### config.mk
export PLATFORM = sky130hd
export DESIGN_NAME = sid_filter_sequencer
export DESIGN_NICKNAME = d
export VERILOG_FILES = /design/src/rtl/sid_ctrl_pkg.sv /design/src/rtl/sid_sample_fifo.sv /design/src/rtl/sid_filter_sequencer.sv
export SDC_FILE = /design/constraint.sdc
export NUM_CORES = 1
export LEC_CHECK = 0
export CORE_MARGIN = 2
export CORE_UTILIZATION = 56
export CTS_BUF_LIST = sky130_fd_sc_hd__clkbuf_2 sky130_fd_sc_hd__clkbuf_4 sky130_fd_sc_hd__clkbuf_8
export DETAILED_ROUTE_END_ITERATION = 10
export GPL_ROUTABILITY_DRIVEN = 1
export PLACE_DENSITY = 0.94
export SYNTH_ARGS = -nofsm -noshare
export SYNTH_HDL_FRONTEND = slang
export SYNTH_SLANG_ARGS = --single-unit
### constraint.sdc
create_clock -name clk -period 3 [get_ports clk]
set_input_delay 0.75 -clock clk [delete_from_list [all_inputs] [get_ports clk]]
set_output_delay 0.75 -clock clk [all_outputs]
set_load 0.01 [all_outputs]
### src/rtl/sid_ctrl_pkg.sv
// Shared constants and types for the SID filter sequencer.
package sid_ctrl_pkg;

    localparam logic [1:0] ADDR_FC_LO    = 2'd0;
    localparam logic [1:0] ADDR_FC_HI    = 2'd1;
    localparam logic [1:0] ADDR_RES_FILT = 2'd2;
    localparam logic [1:0] ADDR_MODE_VOL = 2'd3;

    localparam int unsigned SMP_W = 15;
    localparam int unsigned FC_W  = 11;
    localparam int unsigned REG_W = 8;

    typedef enum logic [1:0] {
        INIT  = 2'd0,
        PRIME = 2'd1,
        RUN   = 2'd2
    } state_t;

endpackage

### src/rtl/sid_sample_fifo.sv
// Small synchronous FIFO holding finished mixed samples for the DAC/PWM stage.
module sid_sample_fifo
    import sid_ctrl_pkg::*;
#(
    parameter int unsigned DEPTH = 4
) (
    input  logic             clk,
    input  logic             rst,
    input  logic             push,
    input  logic [SMP_W-1:0] push_data,
    input  logic             pop,
    output logic             full,
    output logic             empty,
    output logic [SMP_W-1:0] head
);

    localparam int unsigned AW = (DEPTH > 1) ? $clog2(DEPTH) : 1;
    localparam int unsigned CW = AW + 1;

    logic [SMP_W-1:0] mem [DEPTH];
    logic [AW-1:0]    wr_ptr;
    logic [AW-1:0]    rd_ptr;
    logic [CW-1:0]    count;
    logic             do_push;
    logic             do_pop;

    assign full  = (count == CW'(DEPTH));
    assign empty = (count == '0);
    // A push into a full FIFO only lands when the head leaves on the same edge.
    assign do_push = push && (!full || pop);
    assign do_pop  = pop && !empty;
    assign head    = empty ? '0 : mem[rd_ptr];

    always_ff @(posedge clk) begin
        if (rst) begin
            wr_ptr <= '0;
            rd_ptr <= '0;
            count  <= '0;
        end else begin
            if (do_push) wr_ptr <= wr_ptr + AW'(1);
            if (do_pop)  rd_ptr <= rd_ptr + AW'(1);
            case ({do_push, do_pop})
                2'b10:   count <= count + CW'(1);
                2'b01:   count <= count - CW'(1);
                default: count <= count;
            endcase
        end
    end

    always_ff @(posedge clk) begin
        if (!rst && do_push) mem[wr_ptr] <= push_data;
    end

endmodule

### src/rtl/sid_filter_sequencer.sv
// Paces the SID filter, commits shadowed config at frame boundaries and queues mixed samples.
module sid_filter_sequencer
    import sid_ctrl_pkg::*;
#(
    parameter int unsigned DIV        = 4,
    parameter int unsigned FIFO_DEPTH = 4
) (
    input  logic             clk,
    input  logic             rst,
    input  logic             cfg_we,
    input  logic [1:0]       cfg_addr,
    input  logic [7:0]       cfg_wdata,
    output logic             filt_clk_enable,
    output logic             filt_rst,
    input  logic             filt_sample_ready,
    input  logic [SMP_W-1:0] filt_sample,
    output logic [FC_W-1:0]  reg_fc,
    output logic [REG_W-1:0] res_filt,
    output logic [REG_W-1:0] mode_vol,
    output logic             smp_valid,
    output logic [SMP_W-1:0] smp_data,
    input  logic             smp_ready,
    output logic             overrun,
    input  logic             ovr_clr
);

    localparam int unsigned CNT_W = 8;

    logic [CNT_W-1:0] div_cnt;
    state_t           state;
    state_t           state_next;
    logic             boundary_c;
    logic             commit_c;
    logic             capture_c;
    logic             pop_c;
    logic             overrun_set_c;
    logic             fifo_full;
    logic             fifo_empty;

    logic [FC_W-1:0]  sh_fc,      sh_fc_next;
    logic [REG_W-1:0] sh_res,     sh_res_next;
    logic [REG_W-1:0] sh_mode,    sh_mode_next;

    // Strobe is a registered compare, so it trails the counter by one cycle.
    always_ff @(posedge clk) begin
        if (rst) begin
            div_cnt         <= '0;
            filt_clk_enable <= 1'b0;
        end else begin
            filt_clk_enable <= (div_cnt == CNT_W'(DIV - 1));
            div_cnt         <= (div_cnt == CNT_W'(DIV - 1)) ? '0 : div_cnt + CNT_W'(1);
        end
    end

    assign boundary_c = filt_clk_enable && filt_sample_ready;

    always_ff @(posedge clk) begin
        if (rst) begin
            state    <= INIT;
            filt_rst <= 1'b1;
        end else begin
            state    <= state_next;
            filt_rst <= (state_next == INIT);
        end
    end

    always_comb begin
        state_next = state;
        case (state)
            INIT:    if (filt_clk_enable) state_next = PRIME;
            PRIME:   if (boundary_c)      state_next = RUN;
            RUN:     state_next = RUN;
            default: state_next = INIT;
        endcase
    end

    // The first boundary after filter reset commits config but its sample is junk.
    always_comb begin
        commit_c  = 1'b0;
        capture_c = 1'b0;
        case (state)
            PRIME: commit_c = boundary_c;
            RUN: begin
                commit_c  = boundary_c;
                capture_c = boundary_c;
            end
            default: ;
        endcase
    end

    always_comb begin
        sh_fc_next   = sh_fc;
        sh_res_next  = sh_res;
        sh_mode_next = sh_mode;
        if (cfg_we) begin
            case (cfg_addr)
                ADDR_FC_LO:    sh_fc_next[2:0]  = cfg_wdata[2:0];
                ADDR_FC_HI:    sh_fc_next[10:3] = cfg_wdata;
                ADDR_RES_FILT: sh_res_next      = cfg_wdata;
                ADDR_MODE_VOL: sh_mode_next     = cfg_wdata;
                default: ;
            endcase
        end
    end

    // Live registers take the post-write shadow so a same-edge write is included.
    always_ff @(posedge clk) begin
        if (rst) begin
            sh_fc    <= '0;
            sh_res   <= '0;
            sh_mode  <= '0;
            reg_fc   <= '0;
            res_filt <= '0;
            mode_vol <= '0;
        end else begin
            sh_fc   <= sh_fc_next;
            sh_res  <= sh_res_next;
            sh_mode <= sh_mode_next;
            if (commit_c) begin
                reg_fc   <= sh_fc_next;
                res_filt <= sh_res_next;
                mode_vol <= sh_mode_next;
            end
        end
    end

    assign pop_c         = smp_valid && smp_ready;
    assign overrun_set_c = capture_c && fifo_full && !pop_c;
    assign smp_valid     = !fifo_empty;

    always_ff @(posedge clk) begin
        if (rst)                overrun <= 1'b0;
        else if (overrun_set_c) overrun <= 1'b1;
        else if (ovr_clr)       overrun <= 1'b0;
    end

    sid_sample_fifo #(
        .DEPTH (FIFO_DEPTH)
    ) u_fifo (
        .clk       (clk),
        .rst       (rst),
        .push      (capture_c),
        .push_data (filt_sample),
        .pop       (pop_c),
        .full      (fifo_full),
        .empty     (fifo_empty),
        .head      (smp_data)
    );

endmodule

# == After elaboration in Yosys (flattened, before gate mapping) ==
# Memories as Yosys holds them, arrays and structs flattened. A register that Yosys moved wholly into a read port is not among the register bits.
# Cells that the tools add are included.
# classes
addsub,5
eq_ne,9
muxes,20
n_reduce_logical,20
# ops
cell,count
two-way mux 8 bit,5
two-way mux 15 bit,1
two-way mux 11 bit,1
"adder 8 x 1 -> 8 bit, second input constant",1
"equality test 2 bit, second input constant",4
"equality test 8 x 2 -> 1 bit, second input constant",1
two-way mux 2 bit,4
logical AND 1 bit,7
"equality test 2 x 1 -> 1 bit, second input constant",3
logical NOT 2 bit,3
two-way mux 1 bit,6
case mux 2 bit (3 select lines),1
case mux 3 bit (2 select lines),1
"adder 2 x 1 -> 2 bit, second input constant",2
logical NOT 1 bit,4
nonzero test 2 bit,2
OR reduction 2 bit,2
"adder 3 x 1 -> 3 bit, second input constant",1
"equality test 3 bit, second input constant",1
logical NOT 3 bit,1
two-way mux 3 bit,1
"subtractor 3 x 1 -> 3 bit, second input constant",1
logical OR 1 bit,1
# totals
ff_bits,74
ramBits,60
input_bits,31
out_inout_bits,46
elab_cells,69
mem_count,1
# memory_table
memory,depth,width,rd,rd_ports_with_merged_regs,write_ports,line,rtl
u_fifo.mem,4,15,1,1,1,sid_sample_fifo.sv:20,logic [SMP_W-1:0] mem [DEPTH];

# == Longest topological paths before layout ==
# logic_depth
ltp_word,8
ltp_mapped,10

# == By module ==
# From an unflattened synthesis, not the netlist that was laid out.
# unflattened
hier_cells,396
area_unflattened_um2,5247.5
# by_module_without_submodules
mod,instances,cells_per_inst,area_each_um2,seq_area_each_um2
sid_sample_fifo,1,148,2748.9,1981.9
sid_filter_sequencer,1,248,2498.6,1341.3

# == Least setup slack after synthesis ==
# Ideal clock, no wire load.
# synth_timing
path_type,input to register
from,input port smp_ready
to,register u_fifo.count[2]
arrival_ns,2.480
required_time_ns,2.929
slack_ns,0.449
path_stages,8
n_path_buf,0
cell_sequence,or4b_1 -> nand2_1 -> ha_1 -> inv_1 -> fa_1 -> xor2_1 -> or3_1 -> a21oi_1
# synth_via
elab_chain_len,5
word_cells_on_any_way,8
classes_between,eq/ne: 2; mux: 1; reduce/logical: 5
# synth_rtl
element,line,rtl
"start, declared",sid_filter_sequencer.sv:22,"input logic smp_ready,"
logical AND 1 bit *,sid_filter_sequencer.sv:127,assign pop_c = smp_valid && smp_ready;
logical OR 1 bit,sid_sample_fifo.sv:30,assign do_push = push && (!full || pop);
logical AND 1 bit,sid_sample_fifo.sv:30,
equality test 2 x 1 -> 1 bit or equality test 2 bit (tied branches),sid_sample_fifo.sv:42,"case ({do_push, do_pop})"
case mux 3 bit (2 select lines) or nonzero test 2 bit (tied branches),--,
"end signal, assigned",sid_sample_fifo.sv:43,2'b10: count <= count + CW'(1);
"end signal, assigned",sid_sample_fifo.sv:44,2'b01: count <= count - CW'(1);
"end signal, assigned",sid_sample_fifo.sv:45,default: count <= count;
"end, declared",sid_sample_fifo.sv:23,logic [CW-1:0] count;
# Mark *: on every way between the ends. The rest lies on a longest branch, timed or not.
# A chain may end at the register's enable or synchronous reset.

==> key figures <==
Global route
  • First-pass GRT wire length: 16200 um
  • GRT Overall Usage: 21.0%
  • Vias in the first global route: 3351
  • Total gr overflow: 0
  • Pin count of the biggest net entering global routing: 72
  • Initial antenna violation count: 0

Outcome
  • Status: finished clean

Synthesis
  • Synth area leader: edfxtp_1
  • Main synth FF type: dfxtp_1
  • Area fraction of the dominant cell type after synthesis: 34.2%
  • Post-synth EDFFs: 60
  • Sequential fraction of the synthesis area: 63.1%
  • Synth warn: 0
  • Synth Instances: 392
  • Yosys cell types: 43
  • Asr flop ratio synth: 0%
  • Synthesized Nets: 434
  • Largest cells by area after synthesis: edfxtp_1, dfxtp_1, mux2i_1, nor2_1, mux4_2
  • Syn avg cell area: 13.4 um2
  • FF+latch count, synth: 136
  • Synthesized area: 5270 um2

Timing
  • Slew Limit Fails: 0
  • Maximum clock frequency: 0.343 GHz
  • Slew @ Worst Pin: 0.727 ns
  • Post-layout min period: 2.91 ns
  • Setup total negative slack: 0 ns
  • RSZ-0062 raised after global routing: false
  • Tcrit/Tclk final: 97.2%
  • Max-slew headroom: 51.5%
  • Setup Viol. Count Final: 0
  • Setup Skew: 0.00976 ns
  • Fin. Hold Viols: 0
  • Worst hold slack: 0.486 ns

Power
  • Max VDD drop: 388 uV
  • Leak: 2.35 nW
  • Tot Pwr: 3.55 mW
  • Pwr Density: 544 nW/um2

Route
  • Drt wl/cell: 16.7 um
  • Via-to-Cell Ratio: 5.58
  • Number of remaining DRC errors: 0
  • Initial DRT Pass Iterations: 5
  • Routed vias: 3361
  • Post-route ant nets: 0
  • Routed WL: 10000 um
  • DR iter-0 viols: 120

CTS
  • Max Root-Sink Buffers: 2
  • Post-CTS setup buffers: 0
  • CTS Buf Count: 17
  • Clock sinks: 136
  • CTS root buf: clkbuf_8
  • CTS clk-pin slew, worst paths: 0.08 ns
  • Worst skew pair latency: 0.43 ns
  • H-tree depth: 4
  • Hold Buf Count CTS: 0
  • CTS tree: done

Setup path
  • Top fanout value on the critical path: 8
  • Crit-path leading delay family: buffers and inverters
  • CP arrival: 2.16 ns
  • Setup CP Type: reg2out
  • CP max stage cell: mux4_1
  • Crit-path max cell delay: 0.57 ns
  • Critical Path, Cell by Cell: buf_12 > mux4_1 > nor2b_1 > clkdlybuf4s50_1
  • Buf+Inv Stages, Crit Path: 2
  • Worst path required time: 2.25 ns
  • Startpoint types: register
  • Crit end category: output pin

Floorplan
  • Die W: 101 um
  • IO Pins: 77
  • Starting Density: 57.3%
  • Die span in y: 101 um
  • Rows: 35
  • Die ar.: 10200 um2
  • Core area: 9200 um2

Layout
  • Share of cells above drive strength 1: 13.2%
  • Final Non-Filler Cells: 602
  • Syn-to-layout area delta: 23.8%
  • Final nets: 520
  • Antenna Cells: 0
  • Filler Cells Inserted: 597
  • Commonest cells after routing, fill and taps aside: dfxtp_1, clkdlybuf4s50_1, nor2_1, edfxtp_1
  • Post-layout util: 71.0%

Placement
  • Dpl cells: 569
  • DPL Wire Length: 6560 um
  • Count of port buffers added during placement: 76
  • Routability cong.: 0.768

Run
  • Max Cap Viol: 0

Hold path
  • Hold Path Class: reg2reg
[sequential cells by signal, summed over array words and instances, names as in the netlist, named ones only]
| name | count |
|---|---|
| u_fifo.mem | 60 |
| reg_fc | 11 |
| sh_fc | 11 |
| div_cnt | 8 |
| mode_vol | 8 |
| res_filt | 8 |
| sh_mode | 8 |
| sh_res | 8 |
| u_fifo.count | 3 |
| state | 2 |
| u_fifo.rd_ptr | 2 |
| u_fifo.wr_ptr | 2 |
| filt_clk_enable | 1 |
| filt_rst | 1 |
| overrun | 1 |
[cell type report]
cell class              count  area, um2  share of cell area (%)
inverters                  10       37.5                   0.575
well taps                 111        139                    2.13
clock buffers              18        248                    3.80
clock inverters            14        136                    2.09
repair buffers             87        868                    13.3
multi-input cells         226       1770                    27.1
flip-flops and latches    136       3330                    51.0
[path summary, 6_finish.rpt]
path	start	end	slack (ns)	cells after the start
worst min-delay path	div_cnt[0]	div_cnt[0]	0.49	1
worst max-delay path	register	smp_data[6]	0.09	4
worst max register to register	u_fifo.count[0]	u_fifo.count[2]	0.66	8
worst min register to register	div_cnt[0]	div_cnt[0]	0.49	1
[cells in the mapped netlist, types with 2 or more instances]
library cell	n
mux4_2	10
dfxtp_1	76
xor2_1	6
ha_1	10
edfxtp_1	60
nand2_1	3
buf_6	4
nor2_1	68
nor2b_4	3
inv_1	10
nand3_1	6
or3_1	4
buf_4	4
mux4_1	5
o21ai_0	8
and2_1	4
nor2b_1	14
a211oi_1	27
clkbuf_1	8
a21oi_1	8
buf_2	3
nand3b_1	2
and3_1	2
nor3_1	2
mux2i_1	27
[routing by layer]
metal / vias up / routed length, um / GRT usage (%)
li1: 1602 / - / -
met1: 1645 / 4120 / 25.0
met2: 103 / 5220 / 36.4
met3: 11 / 601 / 6.80
met4: 0 / 104 / 6.24
met5: - / 0 / 0
[worst register-to-register path: stages, from the launching register on]
cell,delay [ns]
dfxtp_1,0.40
or4b_1,0.57
nand2_1,0.08
ha_1,0.18
inv_1,0.06
fa_1,0.38
xor2_1,0.16
or3_1,0.31
a21oi_1,0.13
[per-stage QoR]
stage	setup WS [ns]	instance area, um2
4_1_cts	0.00488	6490
2_1_floorplan	0.449	5270
5_1_grt	0.0170	6530
6_report	0.0854	6530
3_5_place_dp	-0.0460	6100
3_3_place_gp	0.0450	6100
[logic make-up (layout without fill, tap and decap cells)]
| family | Yosys count | in the layout | synth area share, % |
|---|---|---|---|
| DFF | 136 | 136 | 63.1 |
| and+or+nand+nor | 115 | 115 | 11.1 |
| AOI/OAI and AO/OA | 51 | 51 | 6.67 |
| muxes | 42 | 42 | 11.9 |
| buffers and inverters | 30 | 129 | 3.37 |
| adders and majority gates | 11 | 11 | 2.75 |
| xor gates and xnor gates | 7 | 7 | 1.16 |
[power by group]
part / switching, mW / internal [mW]
combinational: 0.0816 / 0.0764
sequential: 0.0126 / 1.95
clock: 0.733 / 0.695
total: 0.827 / 2.72
[what timing repair did]
| action | in CTS | in global routing |
|---|---|---|
| cloned | 0 | 1 |
| resized for setup | 1 | 4 |
| setup endpoints to repair | 5 | 5 |
No activity file was read; power rests on OpenSTA's default activity.
==> RTL edit 1: new RTL, same flow settings <==
Reset style: asynchronous (`rst`), changed in 5 clocked blocks.
--- a/src/rtl/sid_sample_fifo.sv
+++ b/src/rtl/sid_sample_fifo.sv
@@ -32,5 +32,5 @@
     assign head    = empty ? '0 : mem[rd_ptr];
 
-    always_ff @(posedge clk) begin
+    always_ff @(posedge clk or posedge rst) begin
         if (rst) begin
             wr_ptr <= '0;
--- a/src/rtl/sid_filter_sequencer.sv
+++ b/src/rtl/sid_filter_sequencer.sv
@@ -43,5 +43,5 @@
 
     // Strobe is a registered compare, so it trails the counter by one cycle.
-    always_ff @(posedge clk) begin
+    always_ff @(posedge clk or posedge rst) begin
         if (rst) begin
             div_cnt         <= '0;
@@ -55,5 +55,5 @@
     assign boundary_c = filt_clk_enable && filt_sample_ready;
 
-    always_ff @(posedge clk) begin
+    always_ff @(posedge clk or posedge rst) begin
         if (rst) begin
             state    <= INIT;
@@ -105,5 +105,5 @@
 
     // Live registers take the post-write shadow so a same-edge write is included.
-    always_ff @(posedge clk) begin
+    always_ff @(posedge clk or posedge rst) begin
         if (rst) begin
             sh_fc    <= '0;
@@ -129,5 +129,5 @@
     assign smp_valid     = !fifo_empty;
 
-    always_ff @(posedge clk) begin
+    always_ff @(posedge clk or posedge rst) begin
         if (rst)                overrun <= 1'b0;
         else if (overrun_set_c) overrun <= 1'b1;
Function: differs if rst is asserted again (counterexample within 10 cycles, from zero or initial values and one cycle with rst high); with rst held inactive, the same outputs for 10 cycles.
==> RTL edit 1 against the original RTL <==
Wire length decreased by 0.78%. Cell area grew 4.2%. Area after synthesis grew 0.95%. Highest routed layer unchanged. Sequential cell count down 2. Hold slack worse by 8.1 ps. Setup slack worse by 35 ps. Cell count decreased by 4.8%. Synthesized cell count fell by 16%.
Power is not compared: it rests on default switching activity, and its combinational part moved more than twofold at a synthesized area within 25%.
==> RTL edit 1: results (changes against the original RTL) <==
Run status
  – Outcome: complete, no violations (unchanged)

Worst setup path
  – RR Endpoint: u_fifo.count[2] (unchanged)
  – Crit path capture: smp_data[2] (was smp_data[6])
  – Critical Path AT: 2200 ps (was 2160 ps)
  – Worst Reg-to-Reg Cells: 9 (was 8)
  – Worst r2r src: u_fifo.count[0] (unchanged)
  – Critical path fanouts, max: 7 (was 8)
  – Reg2Reg Setup Slack: 820 ps (was 660 ps)

Pwr
  – Peak supply drop: roughly 0.57 mV
  – Lkg Pwr: between 2 and 3 nW

CTS
  – Clock latency on the worst-skew pair: 420 ps
  – Clk buf depth: 2 (unchanged)

Synth
  – Leading cell types by count after synthesis: dfrtp_1, edfxtp_1, mux2_2, nand2_1, and2_1 (was dfxtp_1, nor2_1, edfxtp_1, a211oi_1, mux2i_1)
  – Sequential area share after synthesis: 68.7% (was 63.1%)
  – Asr flop ratio synth: 55.2% (was 0%)
  – Synth top area share: 34.3% (was 34.2%)
  – Syn Nets: 371 (was 434)
  – Synth top area cells: dfrtp_1, edfxtp_1, mux2_2, mux4_2, and2_1 (was edfxtp_1, dfxtp_1, mux2i_1, nor2_1, mux4_2)
  – Syn Area/Cell: 16.2 um^2 (was 13.4 um^2)
  – Commonest register cell after synthesis: dfrtp_1 (was dfxtp_1)
  – Netlist cell types: 37 (was 43)

Global routing
  – Vias in the first global route: 3289 (was 3351)
  – Largest net degree at the start of global routing: 36 (was 72)
  – First-pass GRT wire length: 16.4 mm (was 16.2 mm)

Timing
  – Clk_skew: 12.2 ps (was 9.76 ps)
  – Worst-Margin Slew: 550 ps (was 727 ps)

Placed design
  – Placer Congestion: 0.779 (was 0.768)
  – Detail Placement HPWL: 6.65 mm (was 6.56 mm)
  – Placed Area: 0.00629 mm^2 (was 0.00610 mm^2)
  – Pre-CTS WS: 136 ps (was -46.0 ps)

Route
  – Via density: 5.33 (was 5.58)
  – Initial DRC count: 132 (was 120)
  – Pre-Repair DR Iteration Count: 4 (was 5)
  – DR WL/cell: 17.4 um (was 16.7 um)

Layout
  – Share of cells above drive strength 1: 25.2% (was 13.2%)
==> RTL edit 1: cell count changes after synthesis, sizes merged, moves of 7 or more <==
cell and delta:
a211oi -27, a21oi -7, a31oi +8, and2 +16, dfrtp +73, dfxtp -76, mux2 +39, mux2i -25
nand2 +21, nor2 -56, nor2b -17, xnor2 +7
==> RTL edit 1: final cells by class <==
cell class | instances | area, um^2
fill | 552 | 2440
clock buffer | 18 | 241
inverter | 11 | 41.3
tap | 129 | 161
multi-input combinational | 172 | 1570
clock inverter | 14 | 164
timing repair buffer | 95 | 966
sequential | 134 | 3660
==> RTL edit 1: cells by family after synthesis <==
logic type	Yosys count	share of synthesized area, %
mux	56	15.2
buf+inv	23	1.83
xor+xnor	11	1.81
compound gates	15	1.81
simple gates	79	7.90
flops	134	68.7
fa+ha+maj	11	2.73
==> RTL edit 1: critical path: stages, from the launching register on <==
cell and delay (ps):
dfrtp_2 470, clkbuf_16 190, mux4_2 480, and2_1 170, clkdlybuf4s50_1 470
==> RTL edit 1: worst min path at each step <==
stage / slack [ps] / to / from / cells past startpoint
after CTS: 480 / u_fifo.count[2] / u_fifo.count[2] / 1
after global placement: 450 / sh_mode[5] / sh_mode[5] / 2
after floorplan: 440 / div_cnt[7] / div_cnt[7] / 1
final: 480 / sh_mode[6] / sh_mode[6] / 2
after detailed placement: 460 / sh_mode[6] / sh_mode[6] / 2
after global routing: 510 / div_cnt[7] / div_cnt[7] / 1
==> RTL edit 1: repair_timing <==
action                                  in CTS  in global routing
setup buffers                                1                  6
gates resized for setup                      0                 10
gates cloned                                 0                  1
endpoints found under the setup margin       9                 15
==> RTL edit 1: routing by layer <==
layer | routed length, um | global-route usage, % | share of wire (%) | up-vias
met1 | 4090 | 26.3 | 41 | 1539
met3 | 624 | 6.07 | 6.3 | 15
met2 | 5120 | 35.8 | 51 | 100
met5 | 0 | 0 | 0 | -
li1 | - | - | - | 1400
met4 | 130 | 7.48 | 1.3 | 0
==> RTL edit 1: report_power, final <==
group | total (mW) | leakage, nW | switching, mW | internal [mW]
sequential | 2.44 | 1.43 | 0.187 | 2.25
combinational | 1.83 | 1.14 | 0.703 | 1.12
clock | 1.52 | 0.205 | 0.743 | 0.774
total | 5.78 | 2.77 | 1.63 | 4.15
==> RTL edit 1: through the flow <==
| stage | instances | power [mW] | util [%] |
|---|---|---|---|
| after floorplan | 329 | 3.35 | - |
| after global placement | 533 | 4.13 | 68.1 |
| after detailed placement | 533 | 4.21 | 68.1 |
| after CTS | 566 | 5.75 | 72.6 |
| after global routing | 573 | 6.08 | 73.6 |
| final | 573 | 5.78 | 73.6 |
==> RTL edit 2: new RTL, same settings <==
Without the edit above. `SMP_W`: 15 -> 11.
--- a/src/rtl/sid_ctrl_pkg.sv
+++ b/src/rtl/sid_ctrl_pkg.sv
@@ -7,5 +7,5 @@
     localparam logic [1:0] ADDR_MODE_VOL = 2'd3;
 
-    localparam int unsigned SMP_W = 15;
+    localparam int unsigned SMP_W = 11;
     localparam int unsigned FC_W  = 11;
     localparam int unsigned REG_W = 8;
Interface: changed (resized filt_sample and smp_data); port bits go from 77 to 69. No check against the original RTL was run, so the function may have changed too.
==> RTL edit 2 against the original RTL <==
Total power decreased by 6.5%. Cell area decreased by 11%. Clock skew decreased by 1.7 ps. Critical path depth unchanged. Critical endpoint is now smp_data[4]. Setup slack improved by 33 ps. Wire length decreased by 7.3%. Non-clock buffer count decreased by 8. Sequential power decreased by 12%. Sequential cell count decreased by 16. Combinational power decreased by 4%. Area after synthesis decreased by 12%. Critical path type unchanged. Maximum frequency increased by 1.1%. First-iteration DRC count increased by 27%.
==> RTL edit 2: results (changes against the original RTL) <==
Run status
  – Outcome: complete, no violations (unchanged)

Timing
  – Hold_ws: 459 ps (was 486 ps)

Synth
  – EDFF count, synth: 44 (was 60)
  – Sequential area share after synthesis: 61.2% (was 63.1%)
  – Syn Nets: 405 (was 434)
  – Leading cell types by count after synthesis: dfxtp_1, nor2_1, edfxtp_1, mux2i_1, a211oi_1 (was dfxtp_1, nor2_1, edfxtp_1, a211oi_1, mux2i_1)
  – Netlist cell types: 39 (was 43)

CTS
  – Resized Gates After CTS: 0 (was 1)

Placed design
  – PortBufs: 68 (was 76)
  – Placed Area: 0.00542 mm^2 (was 0.00610 mm^2)
  – Placer Congestion: 0.753 (was 0.768)
  – Placed cells: 532 (was 569)
  – Pre-CTS WS: -48.0 ps (was -46.0 ps)
  – Detail Placement HPWL: 6.16 mm (was 6.56 mm)

Layout
  – Nets@finish: 484 (was 520)
  – Sequential cells: 120 (was 136)
  – Fraction of area in multi-input gates: 28.1% (was 27.1%)
  – Clk cell area share: 6.86% (was 5.89%)
  – Multi-input combinational gate total: 218 (was 226)
  – Buffering overhead: 13.3% (about the same)
  – Sequential share of cell area: 48.9% (was 51.0%)
  – Buffers, non-clock: 79 (was 87)

Worst setup path
  – Critical Path AT: 2130 ps (was 2160 ps)
  – Crit path capture: smp_data[4] (was smp_data[6])
  – CP peak stage delay: 530 ps (was 570 ps)
  – Slowest cell on crit path: mux4_2 (was mux4_1)
  – Critical path fanouts, max: 11 (was 8)
  – Worst Reg-to-Reg Cells: 10 (was 8)

Route
  – M1 WL: 3.80 mm (was 4.12 mm)
  – DR WL/cell: 16.5 um (was 16.7 um)
  – Initial DRC count: 152 (was 120)
  – Pre-Repair DR Iteration Count: 4 (was 5)
  – Met2 routed WL: 4.90 mm (was 5.22 mm)
  – Metal3 WL: 491 um (was 601 um)
  – Routed vias: 3081 (was 3361)

Global routing
  – Largest net degree at the start of global routing: 56 (was 72)
  – Global Route Usage Sum: 22.2% (was 21.0%)
  – Vias in the first global route: 3190 (was 3351)
  – Grt met1 use: 26.1% (was 25.0%)
  – Met3 Use GR: 5.22% (was 6.80%)
  – First-pass GRT wire length: 14.9 mm (was 16.2 mm)
## RTL edit 2: cell types whose count changed after synthesis, sizes merged
cell / delta
edfxtp: -16
clkbuf: -2
buf: +1
nor2b: -4
mux4: -4
## RTL edit 2: power by group through the flow
stage	Sequential [mW]	Clock, mW	Combinational (mW)
2_1_floorplan	1.75	0	0.0765
3_3_place_gp	1.75	0	0.141
3_5_place_dp	1.76	0	0.149
4_1_cts	1.72	1.47	0.152
5_1_grt	1.72	1.53	0.166
6_report	1.72	1.45	0.152
## RTL edit 2: logic make-up (layout without fill, tap and decap cells)
group / Yosys count / in the layout / share of synthesized area, %
xor+xnor: 7 / 7 / 1.32
buf+inv: 29 / 121 / 3.61
flops: 120 / 120 / 61.2
mux: 38 / 38 / 11.2
simple gates: 111 / 111 / 11.6
fa+ha+maj: 11 / 11 / 3.13
compound gates: 51 / 51 / 8.00
